[config.mk]
export PLATFORM = sky130hd
export DESIGN_NAME = game_ctrl
export DESIGN_NICKNAME = d
export VERILOG_FILES = /design/src/rtl/game_ctrl.sv
export SDC_FILE = /design/constraint.sdc
export NUM_CORES = 1
export LEC_CHECK = 0
export ABC_CLOCK_PERIOD_IN_PS = 2190
export CAP_MARGIN = 10
export CORE_UTILIZATION = 50
export CTS_CLUSTER_DIAMETER = 100
export CTS_CLUSTER_SIZE = 16
export DETAILED_ROUTE_END_ITERATION = 8
export GPL_ROUTABILITY_DRIVEN = 0
export GPL_TIMING_DRIVEN = 1
export PLACE_DENSITY = 0.74
export SYNTH_ARGS = -nofsm -noshare
export SYNTH_HDL_FRONTEND = slang
export SYNTH_SLANG_ARGS = --single-unit
[constraint.sdc]
create_clock -name i_clk -period 2.19 [get_ports i_clk]
set_input_delay 0.219 -clock i_clk [delete_from_list [all_inputs] [get_ports i_clk]]
set_output_delay 0.219 -clock i_clk [all_outputs]
set_load 0.02 [all_outputs]
[src/rtl/game_ctrl.sv]
// Game-state controller: per-frame collision detection from pixel hit flags,
// IDLE/RUN/HIT/OVER sequencing and a saturating 4-digit BCD score with high score.
module game_ctrl #(
  parameter int MIN_OVERLAP = 4,
  parameter int SCORE_DIV   = 6,
  parameter int HIT_FRAMES  = 30
) (
  input  logic        i_clk,
  input  logic        i_rst_n,
  input  logic        i_pix_stb,
  input  logic        i_animate,
  input  logic        i_active,
  input  logic        i_px_dino,
  input  logic        i_px_obst,
  input  logic        i_start,
  output logic        o_run,
  output logic        o_hit,
  output logic        o_game_over,
  output logic [15:0] o_score,
  output logic [15:0] o_hi_score
);

  localparam int DIV_W = (SCORE_DIV > 1) ? $clog2(SCORE_DIV) : 1;
  localparam int TMR_W = (HIT_FRAMES > 1) ? $clog2(HIT_FRAMES) : 1;

  typedef enum logic [1:0] {IDLE, RUN, HIT, OVER} state_t;

  state_t           state_q, state_d;
  logic             start_sync_p0, start_sync_p1, start_prev_p2;
  logic             start_evt;
  logic [7:0]       ov_cnt;
  logic             ov_px, frame_hit;
  logic [DIV_W-1:0] div_q, div_d;
  logic [TMR_W-1:0] tmr_q, tmr_d;
  logic [15:0]      score_q, score_d, hi_q, hi_d;

  // BCD ripple increment; 9999 holds rather than wrapping.
  function automatic logic [15:0] bcd_inc_sat(input logic [15:0] v);
    logic [15:0] r;
    logic        c;
    r = v;
    c = 1'b1;
    if (v != 16'h9999) begin
      for (int i = 0; i < 4; i++) begin
        if (c) begin
          if (r[i*4 +: 4] == 4'd9) begin
            r[i*4 +: 4] = 4'd0;
          end else begin
            r[i*4 +: 4] = r[i*4 +: 4] + 4'd1;
            c = 1'b0;
          end
        end
      end
    end
    return r;
  endfunction

  assign start_evt = start_sync_p1 & ~start_prev_p2;
  assign ov_px     = i_pix_stb & i_active & i_px_dino & i_px_obst;
  assign frame_hit = (ov_cnt >= 8'(MIN_OVERLAP));

  // Start synchronizer / edge detect and per-frame overlap counter
  always_ff @(posedge i_clk or negedge i_rst_n) begin
    if (!i_rst_n) begin
      start_sync_p0 <= 1'b0;
      start_sync_p1 <= 1'b0;
      start_prev_p2 <= 1'b0;
      ov_cnt        <= 8'd0;
    end else begin
      start_sync_p0 <= i_start;
      start_sync_p1 <= start_sync_p0;
      start_prev_p2 <= start_sync_p1;
      if (i_animate)
        ov_cnt <= 8'd0;
      else if (ov_px && ov_cnt != 8'hFF)
        ov_cnt <= ov_cnt + 8'd1;
    end
  end

  // Game state register
  always_ff @(posedge i_clk or negedge i_rst_n) begin
    if (!i_rst_n) begin
      state_q <= IDLE;
      div_q   <= '0;
      tmr_q   <= '0;
      score_q <= 16'h0000;
      hi_q    <= 16'h0000;
    end else begin
      state_q <= state_d;
      div_q   <= div_d;
      tmr_q   <= tmr_d;
      score_q <= score_d;
      hi_q    <= hi_d;
    end
  end

  always_comb begin
    state_d = state_q;
    div_d   = div_q;
    tmr_d   = tmr_q;
    score_d = score_q;
    hi_d    = hi_q;
    case (state_q)
      IDLE, OVER: begin
        if (start_evt) begin
          state_d = RUN;
          score_d = 16'h0000;
          div_d   = '0;
        end
      end
      RUN: begin
        if (i_animate) begin
          if (frame_hit) begin
            state_d = HIT;
            tmr_d   = TMR_W'(HIT_FRAMES - 1);
          end else if (div_q == DIV_W'(SCORE_DIV - 1)) begin
            div_d   = '0;
            score_d = bcd_inc_sat(score_q);
          end else begin
            div_d = div_q + 1'b1;
          end
        end
      end
      HIT: begin
        if (i_animate) begin
          if (tmr_q == '0) begin
            state_d = OVER;
            if (score_q > hi_q) hi_d = score_q;
          end else begin
            tmr_d = tmr_q - 1'b1;
          end
        end
      end
      default: state_d = IDLE;
    endcase
  end

  assign o_run       = (state_q == RUN);
  assign o_hit       = (state_q == HIT);
  assign o_game_over = (state_q == OVER);
  assign o_score     = score_q;
  assign o_hi_score  = hi_q;

endmodule

==> metrics.csv, run 1 <==
metric,value,unit
vias,2666,
die-area,6617,um2
core_area,5991,um2
arrival,2.44,ns
post-dp-hpwl,5002,um
fp.dieW,81.35,um
cp.required,2.39,ns
grt_max_degree,27,
synthCells,317,
area_delta_synth_final,36.37,%
hold_path.class,in2async,
failed_checks,setup timing,
io_pins,43,
drc_errors,0,
period_needed,2.245,ns
fin_nets,448,
antenna_found_initial,0,
power_density,924.3,nW/um2
synth_seq_cells,53,
leakagePower,0.001942,uW
clockBufferDepth,2,
initial_core_util,0.5255,
finalPower,3968,uW
groute.usage.overall,0.2225,
maxSlewViolCount,0,
io_buffers,42,
setup_viol,3,
synth_top_area_frac,0.4213,
drv_cap,0,
ys_warn_count,0,
grt_pass1_wl,11190,um
relSlewSlack,0.7444,
vias_per_cell,5.508,
worst_setup_path_end_kind,flop,
row_count,28,
cp_max_fo,7,
synth.avg_cell_area,9.931,um2
startpoint_type,flop,
fin_worst_skew,0.01292,ns
cts_root_buf,clkbuf_8,
layout_setup_ws,-0.05490,ns
async_flop_share,1.000,
final_antenna_net_count,0,
placed_cells,462,
path_class,reg2reg,
synth_ff_type,dfrtp_1,
first_iter_violations,130,
synthDistinctLibCells,44,
dr.pass1.iters,4,
worstMarginPinSlew,0.3821,ns
detail_route.wl_per_cell,14.88,um
finalCritPeriodShare,1.025,
synth-edff-count,0,
post-synth-top-count-cell,dfrtp_1,
htreeDepth,2,
yosysSeqAreaShare,0.4213,
cts_buffers,5,
synth_area_leaders,"dfrtp_1 (42%), ha_1 (13%), mux2_2 (4.3%)",
status,"complete, but fails checks",
cts.sinks,53,
rsz0062_at_grt,true,
ys_top_cells_by_count,"dfrtp_1 (53), inv_1 (33), ha_1 (32)",
syn-num-nets,357,
irDropWorstVdd,0.0008793,V
drive_gt1_frac,0.2763,
routed_wirelength,7200,um
die_h,81.35,um
seq_area,1345,um2
path_clk_slew,0.10,ns
yosys.area.top_type,dfrtp_1,
clock.fmax,0.4455,GHz
grt_pass1_vias,2439,
hold_violations,0,
fill_cells,423,
multi_input_area,1808,um2
clk_latency,0.31,ns
cts_tree,built,
overflow,0,
syn_area,3148,um2
diodes,0,
stdcell_count,484,
==> sequential cells by signal (all words and copies together), names as in the netlist <==
signal         flops
div_q              3
start_sync_p1      1
start_sync_p0      1
start_prev_p2      1
tmr_q              5
o_hi_score        16
ov_cnt             8
state_q            2
o_score           16
==> routing by layer <==
layer  GRT usage  vias up  part of all wire
met3     0.03820       11             0.034
met1      0.2881     1289              0.47
met5           0        -                 0
met4     0.07143        0             0.011
li1            -     1300                 -
met2      0.3750       66              0.49
==> area by class of cell <==
class	instances	share of cell area
clock inverters	1	0.001749
well taps	75	0.02186
inverters	33	0.02944
clock buffers	7	0.02011
repair buffers	92	0.1924
flip-flops and latches	53	0.3133
multi-input cells	223	0.4212
==> layout by cell type, fill, tap and decap left out, drive strengths merged, types with 2 or more instances in the layout <==
master,count
a22oi,2
o21ai,18
nand2,30
clkbuf,7
nor4b,2
nor4,5
a21o,5
o31ai,6
nand4,7
a21oi,19
and3,6
o22ai,2
clkdlybuf4s50,41
mux2i,10
dfrtp,53
nor3,9
nand3b,5
a31oi,2
mux2,12
buf,50
nor3b,2
xor2,3
nand3,12
inv,33
o41ai,4
nand2b,2
xnor2,2
nor2,19
ha,32
==> report_power, final <==
| part | internal, uW | switching (uW) | total [uW] |
|---|---|---|---|
| sequential | 1130 | 158 | 1290 |
| clock | 258 | 326 | 584 |
| combinational | 929 | 1160 | 2090 |
==> worst paths after layout <==
kind / start / endpoint / slack, ns / cells after the start
max: o_score[13]$_DFFE_PN0P_ / o_score[14]$_DFFE_PN0P_ / -0.05 / 10
min: i_rst_n / o_hi_score[14]$_DFFE_PN0P_ / 0.27 / 2
max reg2reg: o_score[13]$_DFFE_PN0P_ / o_score[14]$_DFFE_PN0P_ / -0.05 / 10
min reg2reg: start_sync_p0$_DFF_PN0_ / start_sync_p1$_DFF_PN0_ / 0.36 / 0
max in group asynchronous: i_rst_n / o_score[6]$_DFFE_PN0P_ / 1.36 / 3
min in group i_clk: i_start / start_sync_p0$_DFF_PN0_ / 0.35 / 1
==> critical path, stage by stage, from the launching register on <==
cell and delay, ns:
dfrtp_2 0.41, buf_6 0.12, inv_4 0.04, ha_4 0.14
nand3b_1 0.19, nor4_4 0.08, buf_4 0.14, o41ai_4 0.40
nand3_4 0.10, buf_4 0.18, o41ai_2 0.32
==> repair_timing <==
item                                    4_1_cts  5_1_grt
endpoints found under the hold margin        15        0
buffers inserted                              4        9
endpoints found under the setup margin       13       24
pin swaps                                     3        7
hold buffers                                  1        0
resized for setup                             3       27
gates cloned                                  0        0
==> per-stage QoR <==
stage                 TNS, ns    util  setup slack [ns]  area (um2)  hold WS, ns
global placement            0  0.6560           0.05926        3930      0.07736
detailed placement    -0.3484  0.6560          -0.04508        3930      0.07756
CTS                 -0.008697  0.6830         -0.008697        4091       0.2714
finish               -0.08073  0.7166          -0.05490        4293       0.2672
global route           -1.558  0.7166           -0.1302        4293       0.2808
floorplan                   0       -          0.007157        3181     -0.07659
==> kinds of logic after synthesis <==
family,count (synthesis),share of synthesized area
and+or+nand+nor,101,0.1785
DFF,53,0.4213
buffers and inverters,41,0.05405
xor gates and xnor gates,5,0.01391
adders and majority gates,32,0.1272
muxes,22,0.07472
AOI/OAI and AO/OA,63,0.1304
No activity file was read; power rests on OpenSTA's default activity.
==> inputs of run 2 (changes only) <==
- CORE_MARGIN: not set -> 5
- PLACE_DENSITY: 0.74 -> not set
- PLACE_DENSITY_LB_ADDON: not set -> 0.25
==> metrics.csv, run 2 (same netlist as run 1, synthesis figures left out) <==
metric,value,unit
status,"complete, but fails checks",
failed_checks,setup timing,
dr.pass1.iters,4,
maxSlewViolCount,0,
cp.required,2.39,ns
final_antenna_net_count,0,
path_cells,"ha_4, nand4_1, nor4_2, nand2_1, nand4_1, a21o_1, clkbuf_16, mux2_2",
stdcell_count,474,
first_iter_violations,126,
vias_per_cell,5.466,
diodes,0,
path_buf_inv,1,
hold_path.class,in2reg,
worstMarginPinSlew,0.5860,ns
post_dp_cell_area,3857,um2
startpoint_type,flop,
core_area,6241,um2
die-area,7983,um2
grt_max_degree,30,
relSlewSlack,0.6093,
cts_tree,built,
placed_cells,454,
clk_latency,0.31,ns
path_delay_family,simple AND/OR/NAND/NOR gates,
fin_worst_skew,0.01268,ns
final_area,4165,um2
area_delta_synth_final,32.31,%
io_pins,43,
grt_pass1_wl,11390,um
overflow,0,
period_needed,2.221,ns
mostFrequentLayoutCells,"dfrtp_1 (41), clkdlybuf4s50_1 (41), buf_4 (34)",
power_density,931.6,nW/um2
cts.sinks,53,
crit_slowest_cell,dfrtp_2,
htreeDepth,2,
leakagePower,0.001878,uW
setup_viol,8,
fill_cells,485,
drive_gt1_frac,0.2242,
routed_wirelength,7288,um
drv_cap,0,
crit_top_cell,nand4_1,
die_h,89.35,um
clockBufferDepth,2,
io_buffers,42,
irDropWorstVdd,0.0007295,V
initial_core_util,0.5044,
worst_setup_path_end_kind,flop,
finalCritPeriodShare,1.014,
row_count,29,
whs,0.3434,ns
detail_route.wl_per_cell,15.38,um
rsz0062_at_grt,true,
layout_setup_ws,-0.03127,ns
antenna_found_initial,0,
finalPower,3880,uW
cp_max_fo,7,
cts_buffers,5,
fin_nets,436,
path_clk_slew,0.09,ns
dp_slack,0.01654,ns
hold_violations,0,
groute.usage.overall,0.1824,
arrival,2.42,ns
clock.fmax,0.4502,GHz
post-dp-hpwl,5181,um
drc_errors,0,
fp.dieW,89.35,um
vias,2591,
cts_root_buf,clkbuf_8,
grt_pass1_vias,2516,
path_class,reg2reg,
max_stage_delay,0.47,ns
run 2: cell count changes in the layout (fill, tap and decap cells not counted), moves of 3 or more:
cell,change
dfrtp_1,+3
nor3_1,+3
buf_4,-11
nor3_2,-3
dfrtp_2,-3
run 2: final timing paths:
check / startpoint / end / slack [ns] / cells past startpoint
worst min-delay path: i_start / start_sync_p0$_DFF_PN0_ / 0.34 / 1
worst max register to register: o_score[12]$_DFFE_PN0P_ / o_hi_score[2]$_DFFE_PN0P_ / -0.03 / 8
min in group asynchronous: i_rst_n / o_hi_score[3]$_DFFE_PN0P_ / 0.46 / 2
max in group asynchronous: i_rst_n / o_score[4]$_DFFE_PN0P_ / 1.16 / 3
worst max-delay path: o_score[12]$_DFFE_PN0P_ / o_hi_score[2]$_DFFE_PN0P_ / -0.03 / 8
worst min register to register: start_sync_p0$_DFF_PN0_ / start_sync_p1$_DFF_PN0_ / 0.36 / 0
run 2: cell type report:
cell class	instances	area [um2]	share of cell area
sequential	53	1341	0.3220
timing repair buffer	80	745.7	0.1790
multi-input combinational	223	1738	0.4172
clock inverter	2	37.54	0.009012
inverter	33	123.9	0.02974
tap	77	96.34	0.02313
clock buffer	6	82.58	0.01983
run 2: stage by stage:
stage / TNS, ns / utilization
5_1_grt: -2.017 / 0.6674
3_3_place_gp: 0 / 0.6181
3_5_place_dp: 0 / 0.6181
4_1_cts: 0 / 0.6413
6_report: -0.1568 / 0.6674
2_1_floorplan: 0 / -
run 2: worst register-to-register path, cell delays in order, from the launching register on:
cell and delay [ns]:
dfrtp_2 0.47, ha_4 0.28, nand4_1 0.16, nor4_2 0.31
nand2_1 0.10, nand4_1 0.11, a21o_1 0.19, clkbuf_16 0.19
mux2_2 0.32
run 2: layer usage:
metal / track usage / share of wire
met5: 0 / 0
met4: 0.06495 / 0.016
met3: 0.03134 / 0.042
met2: 0.3175 / 0.51
met1: 0.2269 / 0.43
run 2: where the power goes:
| part | internal, uW | switching, uW | total, uW | leakage [uW] |
|---|---|---|---|---|
| combinational | 831 | 1050 | 1880 | 0.00116 |
| clock | 372 | 326 | 698 | 0.0000574 |
| sequential | 1130 | 169 | 1300 | 0.000657 |
| total | 2330 | 1550 | 3880 | 0.00188 |
run 2: repair_timing:
item                                    in CTS  in global routing
hold buffers                                 1                  0
endpoints found under the setup margin       6                 20
endpoints found under the hold margin       24                  0
gates resized for setup                      0                 10
buffers inserted                             2                  8
cloned                                       0                  1
pin swaps                                    0                  2
